==> src/rtl/pwm16bits_compare_dt.sv <==
// Complementary PWM gate driver: shadowed duty compare, registered reference and dead-time FSM.
// Optional fault latch (fault_n / fault_clr / fault_latched) when PWM16BITS_COMPARE_DT_FAULT_EN is defined.
module pwm16bits_compare_dt #(
  parameter int DT_WIDTH = 10
) (
  input  logic                clk,
  input  logic                rst_n,
  input  logic                ce,
  input  logic [15:0]         carrier,
  input  logic [15:0]         count_max,
  input  logic [15:0]         compare,
  input  logic [1:0]          load_mode,
  input  logic [DT_WIDTH-1:0] deadtime,
  input  logic                enable,
`ifdef PWM16BITS_COMPARE_DT_FAULT_EN
  input  logic                fault_n,
  input  logic                fault_clr,
  output logic                fault_latched,
`endif
  output logic                pwm_h,
  output logic                pwm_l,
  output logic                sync_min,
  output logic                sync_max
);

  typedef enum logic [2:0] {S_OFF, S_DT_H, S_H_ON, S_DT_L, S_L_ON} state_t;

  state_t              state_q, state_d;
  logic [DT_WIDTH-1:0] dt_cnt_q, dt_cnt_d;
  logic [15:0]         cmp_act;
  logic                ref_q;
  logic                min_seen, max_seen;
  logic                at_min, at_max;
  logic                force_off, dt_zero, dt_last;

  function automatic logic load_hit(input logic [1:0] mode, input logic mn, input logic mx);
    case (mode)
      2'b00:   load_hit = 1'b1;
      2'b01:   load_hit = mn;
      2'b10:   load_hit = mx;
      default: load_hit = mn | mx;
    endcase
  endfunction

  assign at_min  = (carrier == 16'd0);
  assign at_max  = (carrier == count_max);
  assign dt_zero = (deadtime == '0);
  assign dt_last = (dt_cnt_q <= DT_WIDTH'(1));

`ifdef PWM16BITS_COMPARE_DT_FAULT_EN
  always_ff @(posedge clk or negedge rst_n) begin
    if (!rst_n)         fault_latched <= 1'b0;
    else if (!fault_n)  fault_latched <= 1'b1;
    else if (fault_clr) fault_latched <= 1'b0;
  end

  // The latch is still set on the clearing edge, so restart waits one more edge.
  assign force_off = !enable || !fault_n || fault_latched;
`else
  assign force_off = !enable;
`endif

  // Stage 1: shadow compare load and reference comparison
  always_ff @(posedge clk or negedge rst_n) begin
    if (!rst_n) begin
      cmp_act <= '0;
      ref_q   <= 1'b0;
    end else if (ce) begin
      ref_q <= (carrier < cmp_act);
      if (load_hit(load_mode, at_min, at_max)) cmp_act <= compare;
    end
  end

  // Stage 2: dead-time state machine driven by the registered reference
  always_comb begin
    state_d  = state_q;
    dt_cnt_d = dt_cnt_q;
    if (force_off) begin
      state_d  = S_OFF;
      dt_cnt_d = '0;
    end else if (ce) begin
      case (state_q)
        S_OFF: begin
          dt_cnt_d = deadtime;
          if (ref_q) state_d = dt_zero ? S_H_ON : S_DT_H;
          else       state_d = dt_zero ? S_L_ON : S_DT_L;
        end
        S_L_ON: if (ref_q) begin
          dt_cnt_d = deadtime;
          state_d  = dt_zero ? S_H_ON : S_DT_H;
        end
        S_H_ON: if (!ref_q) begin
          dt_cnt_d = deadtime;
          state_d  = dt_zero ? S_L_ON : S_DT_L;
        end
        S_DT_H: begin
          if (!ref_q) begin
            state_d  = S_L_ON;
            dt_cnt_d = '0;
          end else if (dt_last) begin
            state_d  = S_H_ON;
            dt_cnt_d = '0;
          end else begin
            dt_cnt_d = dt_cnt_q - DT_WIDTH'(1);
          end
        end
        S_DT_L: begin
          if (ref_q) begin
            state_d  = S_H_ON;
            dt_cnt_d = '0;
          end else if (dt_last) begin
            state_d  = S_L_ON;
            dt_cnt_d = '0;
          end else begin
            dt_cnt_d = dt_cnt_q - DT_WIDTH'(1);
          end
        end
        default: begin
          state_d  = S_OFF;
          dt_cnt_d = '0;
        end
      endcase
    end
  end

  // Stage 3: state and registered gate outputs
  always_ff @(posedge clk or negedge rst_n) begin
    if (!rst_n) begin
      state_q  <= S_OFF;
      dt_cnt_q <= '0;
      pwm_h    <= 1'b0;
      pwm_l    <= 1'b0;
    end else begin
      state_q  <= state_d;
      dt_cnt_q <= dt_cnt_d;
      pwm_h    <= (state_d == S_H_ON);
      pwm_l    <= (state_d == S_L_ON);
    end
  end

  // Carrier sync pulses fire only on the first ce cycle of an equality run.
  always_ff @(posedge clk or negedge rst_n) begin
    if (!rst_n) begin
      sync_min <= 1'b0;
      sync_max <= 1'b0;
      min_seen <= 1'b0;
      max_seen <= 1'b0;
    end else if (ce) begin
      sync_min <= at_min & ~min_seen;
      sync_max <= at_max & ~max_seen & (count_max != 16'd0);
      min_seen <= at_min;
      max_seen <= at_max;
    end else begin
      sync_min <= 1'b0;
      sync_max <= 1'b0;
    end
  end

endmodule

==> config.mk <==
export PLATFORM = sky130hd
export DESIGN_NAME = pwm16bits_compare_dt
export DESIGN_NICKNAME = d
export VERILOG_FILES = /design/src/rtl/pwm16bits_compare_dt.sv
export SDC_FILE = /design/constraint.sdc
export NUM_CORES = 1
export LEC_CHECK = 0
export ABC_CLOCK_PERIOD_IN_PS = 4010
export CAP_MARGIN = 20
export CORE_UTILIZATION = 40
export CTS_CLUSTER_SIZE = 8
export DETAILED_ROUTE_END_ITERATION = 10
export PLACE_DENSITY = 0.68
export SYNTH_ARGS = -nofsm -noshare
export SYNTH_HDL_FRONTEND = slang
export SYNTH_SLANG_ARGS = --single-unit
export TNS_END_PERCENT = 1
==> constraint.sdc <==
create_clock -name clk -period 4.01 [get_ports clk]
set_input_delay 0.6015 -clock clk [delete_from_list [all_inputs] [get_ports clk]]
set_output_delay 0.6015 -clock clk [all_outputs]
set_load 0.05 [all_outputs]
* Word level (Yosys, flattened, before mapping)
Cells that the tools add are included.
Cells by class: multiplexer cells 24, add/sub/neg operators 1, eq/ne operators 12, $lt $le $gt $ge 2, bitwise operators 6, reductions and logical operators 7
Operators with widths (count):
- two-way mux 10 bit | 7
- case mux 10 bit (5 select lines) | 1
- two-way mux 3 bit | 10
- equality test 16 bit | 1
- zero test 16 bit | 1
- less-than comparator 16 bit | 1
- nonzero test 16 bit | 1
- case mux 3 bit (5 select lines) | 1
- less-or-equal comparator 10 x 1 -> 1 bit, second input constant | 1
- zero test 10 bit | 1
- subtractor 10 x 1 -> 10 bit, second input constant | 1
- equality test 3 x 2 -> 1 bit, second input constant | 3
- equality test 3 bit, second input constant | 2
- inequality test 3 bit, second input constant | 2
- bitwise AND 1 bit | 3
- equality test 3 x 1 -> 1 bit, second input constant | 1
- zero test 3 bit | 1
- two-way mux 1 bit | 3
- case mux 1 bit (3 select lines) | 1
- AND reduction 3 bit | 1
- equality test 2 x 1 -> 1 bit, second input constant | 1
- equality test 2 bit, second input constant | 1
- zero test 2 bit | 1
- two-way mux 2 bit | 1
- other kinds (4) | 5
Word-level totals: input port bits 64, register bits after elaboration 36

* Depth between registers and ports, before layout
word-level depth 7, mapped depth 9, gate-level depth less buffers 9

* Least setup slack after synthesis
OpenSTA, ideal clock, no wires.
path kind input port to flip-flop, start input deadtime[4], end register pwm_l, data arrival time 2.182 ns, required time 3.930 ns, slack 1.748 ns, stages 9, path buffers 0, setup time 0.080 ns, cells stage by stage nor4_1 nand3_1 inv_1 ha_1 or4b_1 o311ai_0 a41o_1 o221a_2 nor3b_2
Between the ends: cells in the longest elaborated chain, start to end 7, elaborated cells on any way between the ends 10, those cells by class 1 x eq/ne; 8 x mux; 1 x reduce/logical
RTL lines:
- start, declared | line 13 | input logic [DT_WIDTH-1:0] deadtime,
- zero test 10 bit (*) | line 47 | assign dt_zero = (deadtime == '0);
- two-way mux 3 bit (*) | line 86, 94
- two-way mux 3 bit, on equally long branches | line 92, 85
- case mux 3 bit (5 select lines) (*) | line 82 | case (state_q)
- two-way mux 3 bit (*) | line 81 | end else if (ce) begin
- two-way mux 3 bit (*) | line 78 | if (force_off) begin
- net state_d[2] | line 28 | state_t state_q, state_d;
- equality test 3 bit (*) | line 137 | pwm_l <= (state_d == S_L_ON);
- end signal, assigned | line 137
- end, declared | line 21 | output logic pwm_l,
Mark *: on every way through the listed nets, which the timed path passes. The rest lies on a longest branch. A chain may end at the register's enable or synchronous reset.

* Worst setup path after layout
start input carrier[0], end register cmp_act[15]
Between the ends: cells in the longest elaborated chain, start to end 5, elaborated cells on any way between the ends 6, those cells by class 1 x eq/ne; 2 x mux; 1 x bitwise; 2 x reduce/logical
RTL lines:
- start, declared | line 9 | input logic [15:0] carrier,
- equality test 16 bit or zero test 16 bit (tied branches) | line 46, 45
- bitwise OR 1 bit | line 41 | default: load_hit = mn | mx;
- case mux 1 bit (3 select lines) (*) | line 37 | case (mode)
- two-way mux 1 bit (*) | line 68 | end else if (ce) begin
- AND reduction 2 bit (no line) (*)
- end signal, assigned | line 70 | if (load_hit(load_mode, at_min, at_max)) cmp_act <= compare;
- end, declared | line 30 | logic [15:0] cmp_act;
Mark *: on every way between the ends. The rest lies on a longest branch, timed or not. The select of a mux whose other input is x is not followed.

==> impl_results.md <==
* Outcome: completed
* Clock-pin slew on the worst setup and hold paths at ~70 ps
* Cell Chain, Critical Path: clkdlybuf4s50_1, nor4_1, and4_1, a21oi_1, o2bb2ai_2, mux2_2
* Routability cong. at 0.883
* Fin. max-slew vios at 0
* Worst-margin pin slew at approximately 1100 ps
* Leading area contributor after synthesis: dfrtp_1
* Die Ht at 82.1 microns
* Worst-Skew Late Latency at 280 ps
* Synth top area share at 0.351
* Complex-gate fraction of the synthesized area at 0.174
* Post-CTS sizing at 0
* Crit path DAT at 3070 ps
* Syn Nets at roughly 340
* Share of cells above drive strength 1 at 0.114
* Avg Cell Area, Syn at around 10 sq um
* Slew headroom at 0.276
* DIE AREA at 6750 sq um
* Post-synthesis adder-cell area fraction at 0.0877
* Crit end category: register
* Worst R2R Setup Slack at 1940 ps
* Hold_sp: min_seen$_DFFE_PN0P_
* Min cycle time layout at 2910 ps
* Routed WL at 6170 microns
* DRT Pass-1 Iters at 4
* Final setup TNS at 0 ps
* Initial antenna violation count at 0
* Synth area leaders: dfrtp_1, ha_1, xnor2_1, mux2_4, inv_1
* Clock Path Buffers at 2
* First-pass GRT wire length at 10400 microns
* Most used DFF post-synth: dfrtp_1
* HP Class: register to register
* Max frequency at 343 MHz
* Total CTS buffers at 5
* Post-synth EDFFs at 0
* FP Rows at 28
* Via count at 2226
* Reg2reg end: dt_cnt_q[2]$_DFFE_PN0P_
* WL per Instance at 15.5 microns
* Yosys cell types at 58
* H-Tree Depth at 2
* Async S/R FF share, synth at 1.00
* Reg-to-Reg Start: state_q[0]$_DFF_PN0_
* Layout area overhead at 32.1%
* Final hold vios at 0
* Multiplexer share of the synthesized area at 0.0891
* Fraction of the mapped netlist area in simple logic gates at 0.177
* Vias per Instance at around 5.6
* Largest net degree at the start of global routing at 37
* Final cell count without fillers at approximately 400
* CTS Hold Bufs at 0
* Post-Synthesis Cells at 255
* Leakage power at 1.44 nW
* Post-DP HPWL at between 4000 and 5000 microns
* CTS tree: built
* Number of max-cap violations at 0
* Placed Instances at 392
* Seq cells post-synth at 36
* CTS Root Cell: clkbuf_8
* RSZ-0062 raised after global routing: no
* Worst-path maximum fanout at 16
* Die W at approximately 82 microns
* Vias in the first global route at between 2000 and 2500
* Setup-failing EPs final at 0
* GRT Residual Overflow at 0
* IO Pins at 68
* CTS sink count at 36
* Slowest-stage cell, CP: o2bb2ai_2
* Sequential fraction of the synthesis area at 0.351
* CP max stage delay at 850 ps
* Mapped Area at between 2000 and 3000 sq um
* Largest family of logic cells by synthesized area: simple AND/OR/NAND/NOR gates
* Core Region at 6060 sq um
* Synth warnings at 0
* Antenna cells at 0
* Total Routing Usage GR at 0.205
* Total chip power at about 1.1 mW
* Worst VDD drop at 0.000246 V
* Min-Delay Path Depth at 1
* CP startpoint kind: primary input
* CP delay by family, top: compound AO/OA/AOI/OAI gates
* Nets@finish at 406
* WHS Endpoint: sync_min$_DFF_PN0_
* Synth Area in XOR/XNOR at 0.0682
* Worst r2r path cells at 5
* Post-CTS Setup Bufs at 0
* Period utilisation layout at 0.727
* DRT iter0 DRCs at 163
* Crit path required time at roughly 4200 ps
* DRC violations left at 0
* Buffers on Ports at 67
* Buf+Inv Stages, Crit Path at 1
* Fin util at 0.560
* Initial Utilization at 0.424
* Worst Skew at 7.38 ps
* Detail Route Antenna Nets at 0
* Pwr/cell area at 328 nW/um^2
* Critical path class: primary input to register
## how the worst max path moves through the flow
| stage | depth (start not counted) | slack [ps] | startpoint | end |
|---|---|---|---|---|
| 2_1_floorplan | 9 | 1750 | deadtime[4] | pwm_l$_DFF_PN0_ |
| 3_3_place_gp | 6 | 810 | carrier[0] | cmp_act[2]$_DFFE_PN0P_ |
| 3_5_place_dp | 6 | 810 | carrier[9] | cmp_act[2]$_DFFE_PN0P_ |
| 4_1_cts | 6 | 1110 | carrier[9] | cmp_act[15]$_DFFE_PN0P_ |
| 5_1_grt | 6 | 950 | carrier[12] | cmp_act[0]$_DFFE_PN0P_ |
| 6_report | 6 | 1100 | carrier[0] | cmp_act[15]$_DFFE_PN0P_ |
## flip-flops by register name (all words and copies together) (netlist names)
register	flops
cmp_act	16
dt_cnt_q	10
state_q	3
max_seen	1
min_seen	1
pwm_h	1
pwm_l	1
ref_q	1
sync_max	1
sync_min	1
## cell type report
class | instances | area (sq um)
clock buffer | 7 | 96.3
fill | 537 | 2670
inverter | 25 | 93.8
multi-input combinational | 188 | 1530
sequential | 36 | 901
tap | 75 | 93.8
timing repair buffer | 68 | 678
## Yosys cell counts (2+ instances only)
cell type and number:
o21ai_0 9, a21o_1 4, nand2_1 18, nand2b_1 5, a22o_1 2, nor2_1 10
mux2_2 7, or4b_1 2, dfrtp_1 36, nand3_1 6, nor3b_2 2, inv_1 25
a32oi_1 3, nor3_1 2, buf_2 2, clkbuf_1 2, a21oi_1 8, a211oi_1 4
o221ai_1 3, mux2_4 10, a22oi_1 4, xnor2_1 18, xor2_1 2, and2_1 3
ha_1 18, nand4_1 8, o31ai_1 2, nor4_1 10
## layer usage
layer / GRT usage / share of wire
met5: 0 / 0
met4: 0.0509 / 0.011
met3: 0.0418 / 0.036
met2: 0.332 / 0.47
met1: 0.279 / 0.48
## through the flow
step	cell area [sq um]	setup WS, ps	hold slack (ps)
after global placement	3300	812	417
final	3390	1100	427
after detailed placement	3300	809	417
after floorplan	2570	1750	306
after global routing	3390	952	437
after CTS	3390	1110	427
## placed cells by master (no fill, tap or decap), types with 3 or more instances in the layout
cell type / n
clkdlybuf4s50_1: 67
dfrtp_1: 36
inv_1: 25
nand2_1: 18
xnor2_1: 18
ha_1: 18
nor2_1: 10
nor4_1: 10
mux2_4: 10
o21ai_0: 9
a21oi_1: 8
nand4_1: 8
mux2_2: 7
clkbuf_8: 7
nand3_1: 6
nand2b_1: 5
a211oi_1: 4
a21o_1: 4
a22oi_1: 4
and2_1: 3
o221ai_1: 3
a32oi_1: 3
## cell families (layout without fill, tap and decap cells)
group           after synthesis  in the layout
fa+ha+maj                    18             18
xor+xnor                     20             20
compound gates               57             57
buf+inv                      31            100
mux                          17             17
flops                        36             36
simple gates                 76             76
## power by group
group	internal [mW]	switching (mW)
registers	0.410	0.0453
logic	0.202	0.180
clock network	0.153	0.122
(Power assumes the default switching activity.)
